## src/rtl/avwb_slave_bridge.sv

```systemverilog
// Avalon-MM slave to Wishbone classic master bridge with a sticky bus-error flag and a registered irq.
// Optional ack/err timeout abort is compiled in with the AVWB_TIMEOUT_EN macro.
module avwb_slave_bridge #(
  parameter int DW      = 32,
  parameter int AW      = 10,
  parameter int TIMEOUT = 255
) (
  input  logic            clk,
  input  logic            reset_n,
  input  logic [AW-1:0]   s_address,
  input  logic            s_chipselect,
  input  logic            s_read,
  input  logic            s_write,
  input  logic [DW/8-1:0] s_byteenable,
  input  logic [DW-1:0]   s_writedata,
  output logic [DW-1:0]   s_readdata,
  output logic            s_waitrequest,
  output logic            s_irq,
  output logic [AW-1:0]   wb_adr_o,
  output logic [DW-1:0]   wb_dat_o,
  output logic [DW/8-1:0] wb_sel_o,
  output logic            wb_we_o,
  output logic            wb_cyc_o,
  output logic            wb_stb_o,
  input  logic [DW-1:0]   wb_dat_i,
  input  logic            wb_ack_i,
  input  logic            wb_err_i,
  input  logic            wb_int_i,
  output logic            bus_err,
  input  logic            bus_err_clr
);

  typedef enum logic [1:0] {IDLE = 2'd0, CYC = 2'd1, RESP = 2'd2} state_t;

  state_t            state_q, state_d;
  logic [AW-1:0]     adr_q, adr_d;
  logic [DW-1:0]     dat_q, dat_d;
  logic [DW/8-1:0]   sel_q, sel_d;
  logic              we_q, we_d;
  logic              cyc_q, cyc_d;
  logic [DW-1:0]     rdata_q, rdata_d;
  logic              bus_err_q, bus_err_d;
  logic              irq_q, irq_d;
  logic              err_set;
  logic              tmo_hit;
  logic              req;

  assign req = s_chipselect & (s_read | s_write);

`ifdef AVWB_TIMEOUT_EN
  localparam int CW = $clog2(TIMEOUT + 1);
  logic [CW-1:0] tmo_cnt_q, tmo_cnt_d;

  // Counter holds zero outside a cycle, so it starts from zero on every entry to CYC.
  always_comb begin
    tmo_cnt_d = '0;
    if (state_q == CYC) tmo_cnt_d = tmo_cnt_q + CW'(1);
  end

  assign tmo_hit = (state_q == CYC) &&
                   (({1'b0, tmo_cnt_q} + (CW+1)'(1)) == (CW+1)'(TIMEOUT));

  always_ff @(posedge clk or negedge reset_n) begin
    if (!reset_n) tmo_cnt_q <= '0;
    else          tmo_cnt_q <= tmo_cnt_d;
  end
`else
  // Without the timeout build the limit is irrelevant and this never fires.
  assign tmo_hit = (TIMEOUT < 0);
`endif

  always_comb begin
    state_d = state_q;
    adr_d   = adr_q;
    dat_d   = dat_q;
    sel_d   = sel_q;
    we_d    = we_q;
    cyc_d   = cyc_q;
    rdata_d = rdata_q;
    err_set = 1'b0;
    irq_d   = wb_int_i;
    case (state_q)
      IDLE: begin
        if (req) begin
          adr_d   = s_address;
          dat_d   = s_writedata;
          sel_d   = s_byteenable;
          we_d    = s_write;
          cyc_d   = 1'b1;
          state_d = CYC;
        end
      end
      CYC: begin
        // Error (or timeout) outranks a simultaneous ack.
        if (wb_err_i || tmo_hit) begin
          rdata_d = '1;
          err_set = 1'b1;
          cyc_d   = 1'b0;
          state_d = RESP;
        end else if (wb_ack_i) begin
          if (!we_q) rdata_d = wb_dat_i;
          cyc_d   = 1'b0;
          state_d = RESP;
        end
      end
      RESP:    state_d = IDLE;
      default: state_d = IDLE;
    endcase
    bus_err_d = err_set ? 1'b1 : (bus_err_clr ? 1'b0 : bus_err_q);
  end

  always_ff @(posedge clk or negedge reset_n) begin
    if (!reset_n) begin
      state_q   <= IDLE;
      adr_q     <= '0;
      dat_q     <= '0;
      sel_q     <= '0;
      we_q      <= 1'b0;
      cyc_q     <= 1'b0;
      rdata_q   <= '0;
      bus_err_q <= 1'b0;
      irq_q     <= 1'b0;
    end else begin
      state_q   <= state_d;
      adr_q     <= adr_d;
      dat_q     <= dat_d;
      sel_q     <= sel_d;
      we_q      <= we_d;
      cyc_q     <= cyc_d;
      rdata_q   <= rdata_d;
      bus_err_q <= bus_err_d;
      irq_q     <= irq_d;
    end
  end

  // The Avalon stall is released only in RESP, one cycle after the Wishbone handshake.
  assign s_waitrequest = req & (state_q != RESP);
  assign s_readdata    = rdata_q;
  assign s_irq         = irq_q;
  assign bus_err       = bus_err_q;
  assign wb_adr_o      = adr_q;
  assign wb_dat_o      = dat_q;
  assign wb_sel_o      = sel_q;
  assign wb_we_o       = we_q;
  assign wb_cyc_o      = cyc_q;
  assign wb_stb_o      = cyc_q;

endmodule
```

## config.mk

```make
export PLATFORM = sky130hd
export DESIGN_NAME = avwb_slave_bridge
export DESIGN_NICKNAME = d
export VERILOG_FILES = /design/src/rtl/avwb_slave_bridge.sv
export SDC_FILE = /design/constraint.sdc
export NUM_CORES = 1
export LEC_CHECK = 0
export ABC_AREA = 0
export ABC_CLOCK_PERIOD_IN_PS = 1600
export CAP_MARGIN = 20
export CORE_MARGIN = 2
export CORE_UTILIZATION = 30
export CTS_BUF_LIST = sky130_fd_sc_hd__clkbuf_8
export DETAILED_ROUTE_END_ITERATION = 6
export DONT_BUFFER_PORTS = 1
export GPL_TIMING_DRIVEN = 0
export PLACE_DENSITY = 0.5
export SYNTH_ARGS = -nofsm -noshare
export SYNTH_HDL_FRONTEND = slang
export SYNTH_SLANG_ARGS = --single-unit
```

## constraint.sdc

```tcl
create_clock -name clk -period 1.6 [get_ports clk]
set_input_delay 0.24 -clock clk [delete_from_list [all_inputs] [get_ports clk]]
set_output_delay 0.24 -clock clk [all_outputs]
set_load 0.005 [all_outputs]
```

=== Word level (Yosys, flattened, before mapping) ===
Index checks and enable logic that the tools add are counted.

* Memory bits (writable): 0
* Word-level logic and storage cells: 40
* Register bits: 84
* Latch bits: 0
* Memories kept: 0
* ROM bits: 0
* Output and inout port bits: 84

* $lt $le $gt $ge: 0
* Bitwise gates (word level): 3
* Div/mod/pow operators: 0
* Shift-type cells: 0
* Mux-type cells: 15
* Multiply operators: 0
* $add $sub $neg: 0
* Equality and inequality tests: 5
* Reductions and logical operators: 8

{| class="wikitable"
|+ Operator list
! operator !! count
|-
| 2-to-1 mux 32 bit || 3
|-
| 2-to-1 mux 1 bit || 7
|-
| 2-to-1 mux 2 bit || 3
|-
| inequality test 2 bit, second input constant || 3
|-
| AND reduction 3 bit || 2
|-
| nonzero test 2 bit || 3
|-
| case mux 2 bit (2 select lines) || 1
|-
| AND reduction 2 bit || 2
|-
| inequality test 3 bit, second input constant || 1
|-
| bitwise AND 1 bit || 2
|-
| == test 2 x 1 -> 1 bit, second input constant || 1
|-
| zero test 2 bit || 1
|-
| case mux 1 bit (2 select lines) || 1
|-
| OR 1 bit || 1
|}

=== Logic depth before layout (Yosys ltp) ===
Gate-level depths: netlist of the first run.

* Depth after elaboration: 4
* Depth in mapped cells: 6
* Mapped depth without buffers: 3

=== Worst setup path after synthesis of the first run ===
OpenSTA, ideal clock, no wires.

* Path kind: register -> register
* Start: reg state_q[1]
* End: reg dat_q[10] (netlist: wb_dat_o[10])
* Setup time: 125 ps
* Stages on the path, launching flop included: 6
* Required time: 1,475 ps
* Setup slack: 72 ps
* Data arrival time: 1,402 ps
* Path through: dfrtp_1 > or3_1 > clkbuf_1 > buf_6 > buf_6 > mux2_4

* Longest elaborated chain between the ends: 2

{| class="wikitable"
|+ RTL lines
! what !! line !! RTL
|-
| start, declared || 35 || <nowiki>state_t state_q, state_d;</nowiki>
|-
| start signal, assigned || 124 || <nowiki>state_q <= state_d;</nowiki>
|-
| zero test 2 bit || 82 || <nowiki>case (state_q)</nowiki>
|-
| AND reduction 2 bit (no source line) || - ||
|-
| end signal, assigned || 126 || <nowiki>dat_q <= dat_d;</nowiki>
|-
| end, declared || 37 || <nowiki>logic [DW-1:0] dat_q, dat_d;</nowiki>
|}

Every way passes these cells.
A chain may end at the register's enable or synchronous reset.

=== Worst setup path in the final report of the first run ===
* Start: reg state_q[1]
* End: reg dat_q[14] (netlist: wb_dat_o[14])

The elaborated chain is that of the path after synthesis.

==> results of run 1 <==
## through the flow
stage | power [mW] | util, %
after floorplan | 3.90 | -
after global placement | 4.18 | 32.5
after detailed placement | 4.22 | 32.5
after CTS | 5.81 | 34.7
after global routing | 6.16 | 37.2
final | 5.78 | 37.2
## cells by family (layout without fill, tap and decap cells)
group / count (synthesis) / count (layout) / share of synthesized area, %
flops: 84 / 84 / 62.4
compound gates: 38 / 38 / 10.5
buf+inv: 25 / 64 / 3.60
mux: 47 / 47 / 16.6
simple gates: 38 / 38 / 6.84
## cells in the mapped netlist, drive strengths merged
cell	number
dfrtp	84
mux2	47
nor4	32
o21ba	32
clkbuf	12
buf	10
inv	3
a21oi	2
nand2b	2
nor2	2
o21ai	2
nand2	1
o22ai	1
o31ai	1
or3	1
## metal layers
| metal | GRT usage (%) | share of wire, % | up-vias |
|---|---|---|---|
| met3 | 6.05 | 10 | 9 |
| met4 | 5.70 | 1.6 | 0 |
| met1 | 15.5 | 39 | 1030 |
| met5 | 0 | 0 | - |
| met2 | 20.3 | 49 | 90 |
| li1 | - | - | 909 |
## power groups by stage
stage	combinational [mW]	sequential (mW)	clock (mW)
2_1_floorplan	0.834	3.07	0
3_3_place_gp	0.952	3.23	0
3_5_place_dp	0.988	3.23	0
4_1_cts	0.998	3.19	1.62
5_1_grt	1.15	3.27	1.74
6_report	1.05	3.18	1.55
## sequential cells by signal, indices dropped and copies added, names as in the netlist
register and cells:
s_irq 1, wb_cyc_o 1, bus_err 1, wb_dat_o 32, wb_sel_o 4, s_readdata 32, wb_adr_o 10, state_q 2
wb_we_o 1
## layout make-up
cell class / count / area, sq um / share of cell area, %
multi-input combinational: 123 / 1190 / 29.4
clock inverter: 6 / 63.8 / 1.57
inverter: 3 / 11.3 / 0.278
buffer: 20 / 123 / 3.02
sequential: 84 / 2100 / 51.9
tap: 140 / 175 / 4.32
timing repair buffer: 25 / 250 / 6.17
clock buffer: 10 / 138 / 3.40
## worst register-to-register path: stages, from the launching register on
cell and delay [ns]:
dfrtp_1 0.39, or3_4 0.42, buf_6 0.17, buf_6 0.16
mux2_4 0.30
## timing repair
action                                 in CTS  in global routing
endpoints found under the hold margin      87                106
gates resized for setup                     4                 26
hold buffers                                3                 22
setup endpoints to repair                  38                 31
## how the worst max path moves through the flow
| stage | from | endpoint | slack, ns |
|---|---|---|---|
| 2_1_floorplan | state_q[1]$_DFFE_PN0P_ | wb_dat_o[10]$_DFFE_PN0P_ | 0.07 |
| 3_3_place_gp | state_q[1]$_DFFE_PN0P_ | wb_dat_o[11]$_DFFE_PN0P_ | -0.07 |
| 3_5_place_dp | wb_we_o$_DFFE_PN0P_ | s_readdata[6]$_DFFE_PN0P_ | -0.09 |
| 4_1_cts | wb_we_o$_DFFE_PN0P_ | s_readdata[7]$_DFFE_PN0P_ | 0.004 |
| 5_1_grt | state_q[1]$_DFFE_PN0P_ | s_readdata[9]$_DFFE_PN0P_ | -0.02 |
| 6_report | state_q[1]$_DFFE_PN0P_ | wb_dat_o[14]$_DFFE_PN0P_ | 0.05 |
==> impl_metrics.csv, run 1 <==
group,metric,value,unit
global_routing,grt_first_pass_wirelength,11400,um
global_routing,antenna_found_initial,0,
timing,min_period,1.55,ns
critical_path,max_stage_delay,0.42,ns
power_and_ir_drop,p_comb_share,18.2,%
layout,layout.cells.non_filler,411,
yosys,synthTopCellsByArea,"dfrtp_1, mux2_2, o21ba_2",
layout,area_growth,20.4,%
cts,clk_pin_slew,0.09,ns
worst_hold_path,worstHoldPathType,"in2async",
power_and_ir_drop,p_clk_share,26.8,%
place,io_buffer_count,0,
floorplanning,initial_core_util,30.9,%
route,vias_per_cell,4.96,
timing,fin_crit_sh,97.1,%
critical_path,crit_top_cell,"buf_6",
floorplanning,fp.dieH,110,um
cts,clk_latency,0.36,ns
critical_path,r2r_start,"state_q[1]$_DFFE_PN0P_",
power_and_ir_drop,p_switching,1.67,mW
power_and_ir_drop,sw_frac_of_total,28.8,%
place,gp_congestion,0.655,
cts,post_cts_buffers,0,
critical_path,r2r-end,"wb_dat_o[14]$_DFFE_PN0P_",
route,vias,2038,
layout,final_layout_size_suffix_gt1_share,43.2,%
floorplanning,core,0.0109,sq mm
place,dp_hpwl,5470,um
critical_path,cp_cell_sequence,"or3_4 > buf_6 > buf_6 > mux2_4",
power_and_ir_drop,p_seq_share,55.0,%
timing,layout_setup_ws,0.0461,ns
critical_path,ff2ff_setup_slack,0.05,ns
layout,nFillCells,1065,
power_and_ir_drop,powerDensity,1430,mW/mm^2
timing,worst_slew_pin_slew,0.547,ns
critical_path,crit_slowest_cell,"or3_4",
place,numPlacedInstances,372,
yosys,synthCells,232,
yosys,yosys.area.top_type_share,62.4,%
floorplanning,rows,38,
route,drcViolationCount,0,
cts,numClockSinks,84,
yosys,yosys_warnings,0,
route,drt-initial-drc-count,71,
place,place_ws,-0.0911,ns
timing,relSlewSlack,63.5,%
cts,cts_tree,"yes",
yosys,syn_area,0.00337,sq mm
layout,final_common_cell,"dfrtp_1",
timing,skew,0.00851,ns
timing,hold_viol_final,84,
cts,cts.htree.levels,3,
floorplanning,boundaryPins,171,
critical_path,arrival,1.80,ns
outcome,outcome,"finished with violations",
critical_path,path_max_fanout,10,
timing,report.final.slew_viol_count,0,
critical_path,cp.depth,4,
yosys,ys_seq_area_share,62.4,%
global_routing,grt_pass1_vias,2067,
power_and_ir_drop,p_int,4.11,mW
global_routing,overflow,0,
yosys,avgSynthCellArea,14.5,sq um
yosys,yosysUniqueCellTypes,19,
critical_path,cp-end-kind,"register",
global_routing,track_usage,13.1,%
floorplanning,dieArea,0.0121,sq mm
floorplanning,die_w,110,um
power_and_ir_drop,p_leak,1.56,nW
critical_path,required,1.84,ns
layout,final_cell_mix,"dfrtp_1, mux2_2, o21ba_2",
yosys,synth_largest_area_cell,"dfrtp_1",
yosys,syn-num-nets,319,
critical_path,cp_top_family,"simple AND/OR/NAND/NOR gates",
flow_run,max_cap_violations,0,
cts,cts_made_buffers,9,
layout,fin_area,0.00405,sq mm
timing,holdWs,-0.435,ns
route,detail_route.first_pass.iterations,4,
cts,cts_root_buffer,"clkbuf_8",
critical_path,start_kind,"register",
route,ant_nets,0,
global_routing,grt_max_degree,85,
yosys,ys_ff_latch,84,
critical_path,r2r_cells,4,
route,drt_wl_total,8040,um
layout,layout.nets,353,
timing,max_freq,0.644,GHz
outcome,violations,"negative hold slack",
critical_path,worstSetupPathType,"reg2reg",
route,wire_per_inst,19.6,um
timing,setup_tns,0,ns
layout,n_antenna_cell,0,
place,placed_cell_area,0.00354,sq mm
power_and_ir_drop,irDropWorstVdd,0.000426,V
cts,clockBufferDepth,2,
timing,setup_viol,0,
critical_path,path_buf_inv,2,
No activity file was read; power rests on OpenSTA's default activity.
==> run 2, diff against run 1 <==
--- a/config.mk
+++ b/config.mk
@@ -5,7 +5,6 @@
 export SDC_FILE = /design/constraint.sdc
 export NUM_CORES = 1
 export LEC_CHECK = 0
-export ABC_AREA = 0
 export ABC_CLOCK_PERIOD_IN_PS = 1600
 export CAP_MARGIN = 20
 export CORE_MARGIN = 2
==> results of run 2 <==
The final DEF is identical to that of run 1; final timing and power are the same.
==> run 3, diff against run 2 <==
==> constraint.sdc (replaced) <==
create_clock -name clk -period 1.6 [get_ports clk]
set_input_delay 0.24 -clock clk [delete_from_list [all_inputs] [get_ports clk]]
set_output_delay 0.24 -clock clk [all_outputs]
set_load 0.05 [all_outputs]
==> impl_metrics.csv, run 3 (synthesis results as in run 1) <==
group,metric,value,unit
power_and_ir_drop,power.total,7.82,mW
critical_path,r2r_cells,4,
global_routing,overflow,0,
critical_path,r2r_start,"state_q[1]$_DFFE_PN0P_",
route,drcViolationCount,0,
flow_run,max_cap_violations,0,
power_and_ir_drop,p_clk_share,19.7,%
route,drt_wl_total,8070,um
timing,min_period,1.55,ns
power_and_ir_drop,p_comb_share,14.4,%
floorplanning,fp.dieH,110,um
layout,layout.nets,355,
cts,clk_latency,0.35,ns
power_and_ir_drop,powerDensity,1890,mW/mm^2
global_routing,grtUsageMet2,20.3,%
critical_path,crit_slowest_cell,"or3_4",
critical_path,crit_top_cell,"buf_6",
cts,cts_tree,"yes",
timing,holdWs,-0.431,ns
critical_path,start_kind,"register",
cts,cts_root_buffer,"clkbuf_8",
place,gp_congestion,0.655,
power_and_ir_drop,p_int,4.10,mW
worst_hold_path,worstHoldPathType,"in2async",
critical_path,cp_top_family,"simple AND/OR/NAND/NOR gates",
place,dp_hpwl,5470,um
cts,clockBufferDepth,2,
timing,report.final.slew_viol_count,0,
power_and_ir_drop,sw_frac_of_total,47.6,%
critical_path,cp_cell_sequence,"or3_4 > buf_6 > buf_6 > mux2_4",
global_routing,use_met1,15.6,%
route,detail_route.first_pass.iterations,3,
critical_path,max_stage_delay,0.43,ns
critical_path,path_max_fanout,10,
floorplanning,core,0.0109,sq mm
critical_path,arrival,1.80,ns
outcome,outcome,"finished with violations",
floorplanning,die_w,110,um
global_routing,grt_max_degree,85,
layout,final_util,38.0,%
place,io_buffer_count,0,
timing,rsz0062_at_grt,"no",
floorplanning,dieArea,0.0121,sq mm
critical_path,worstSetupPathType,"reg2reg",
critical_path,required,1.85,ns
timing,skew,0.00766,ns
global_routing,grt_first_pass_wirelength,11500,um
outcome,violations,"negative hold slack",
power_and_ir_drop,p_leak,1.58,nW
floorplanning,boundaryPins,171,
critical_path,cp-startpoint,"state_q[1]$_DFFE_PN0P_",
floorplanning,rows,38,
floorplanning,initial_core_util,30.9,%
cts,cts_made_buffers,9,
global_routing,use_met3,6.05,%
timing,max_freq,0.644,GHz
critical_path,r2r-end,"wb_dat_o[9]$_DFFE_PN0P_",
timing,setup_viol,0,
critical_path,ff2ff_setup_slack,0.05,ns
critical_path,cp-end-kind,"register",
layout,final_layout_size_suffix_gt1_share,47.6,%
power_and_ir_drop,p_seq_share,65.9,%
route,vias_per_cell,5.03,
timing,relSlewSlack,58.5,%
cts,cts.htree.levels,3,
layout,final_cell_mix,"dfrtp_1, mux2_2, o21ba_2",
power_and_ir_drop,irDropWorstVdd,0.000634,V
cts,clk_pin_slew,0.09,ns
layout,area_growth,22.8,%
global_routing,antenna_found_initial,0,
timing,hold_viol_final,84,
timing,worst_slew_pin_slew,0.623,ns
layout,final_common_cell,"dfrtp_1",
layout,n_antenna_cell,0,
cts,numClockSinks,84,
global_routing,top_usage_layer,"met2",
global_routing,track_usage,13.1,%
route,vias,2076,
critical_path,path_buf_inv,2,
power_and_ir_drop,p_switching,3.73,mW
route,drt-initial-drc-count,57,
timing,fin_crit_sh,97.1,%
place,placed_cell_area,0.00354,sq mm
global_routing,grt_pass1_vias,2069,
layout,fin_area,0.00413,sq mm
route,wire_per_inst,19.5,um
route,ant_nets,0,
## run 3: worst register-to-register path, cell delays in order (launching register included)
cell and delay [ns]:
dfrtp_1 0.40, or3_4 0.43, buf_6 0.17, buf_6 0.16, mux2_4 0.30
## run 3: repair_timing
item | CTS | global route
setup buffers | 1 | 1
hold endpoints to repair | 87 | 106
gates resized for setup | 12 | 32
hold buffers | 3 | 22
pin swaps | 1 | 0
endpoints found under the setup margin | 42 | 38
## run 3: cell type report
class                   count  area (sq um)
fillers                  1061          6750
flip-flops and latches     84          2100
inverters                   3          11.3
clock buffers              10           138
well taps                 140           175
repair buffers             27           265
multi-input cells         123          1250
clock inverters             6          63.8
plain buffers              20           130
## run 3: routing by layer
metal	routed length (um)	vias to the layer above
li1	-	910
met1	3160	1070
met2	3970	88
met3	811	8
met4	125	0
met5	0	-
## run 3: how the worst max path moves through the flow
stage,endpoint,cells past startpoint
final,wb_dat_o[9]$_DFFE_PN0P_,4
after global routing,wb_dat_o[11]$_DFFE_PN0P_,4
after CTS,s_waitrequest,1
after detailed placement,s_readdata[6]$_DFFE_PN0P_,5
after global placement,s_readdata[20]$_DFFE_PN0P_,5
after floorplan,s_readdata[23]$_DFFE_PN0P_,5
## run 3: power by group through the flow
stage	clock network, mW	logic, mW	registers (mW)
after floorplan	0	0.873	5.05
after global placement	0	0.992	5.20
after detailed placement	0	1.03	5.20
after CTS	1.62	1.05	5.16
after global routing	1.74	1.23	5.24
final	1.54	1.13	5.16
## run 3: stage by stage
stage / setup TNS [ns] / setup WS, ns / std cells
floorplan: 0 / 0.0171 / 232
global placement: -9.52 / -0.327 / 372
detailed placement: -11.11 / -0.355 / 372
CTS: -0.00217 / -0.00217 / 390
global route: 0 / 0.00816 / 413
finish: 0 / 0.0460 / 413
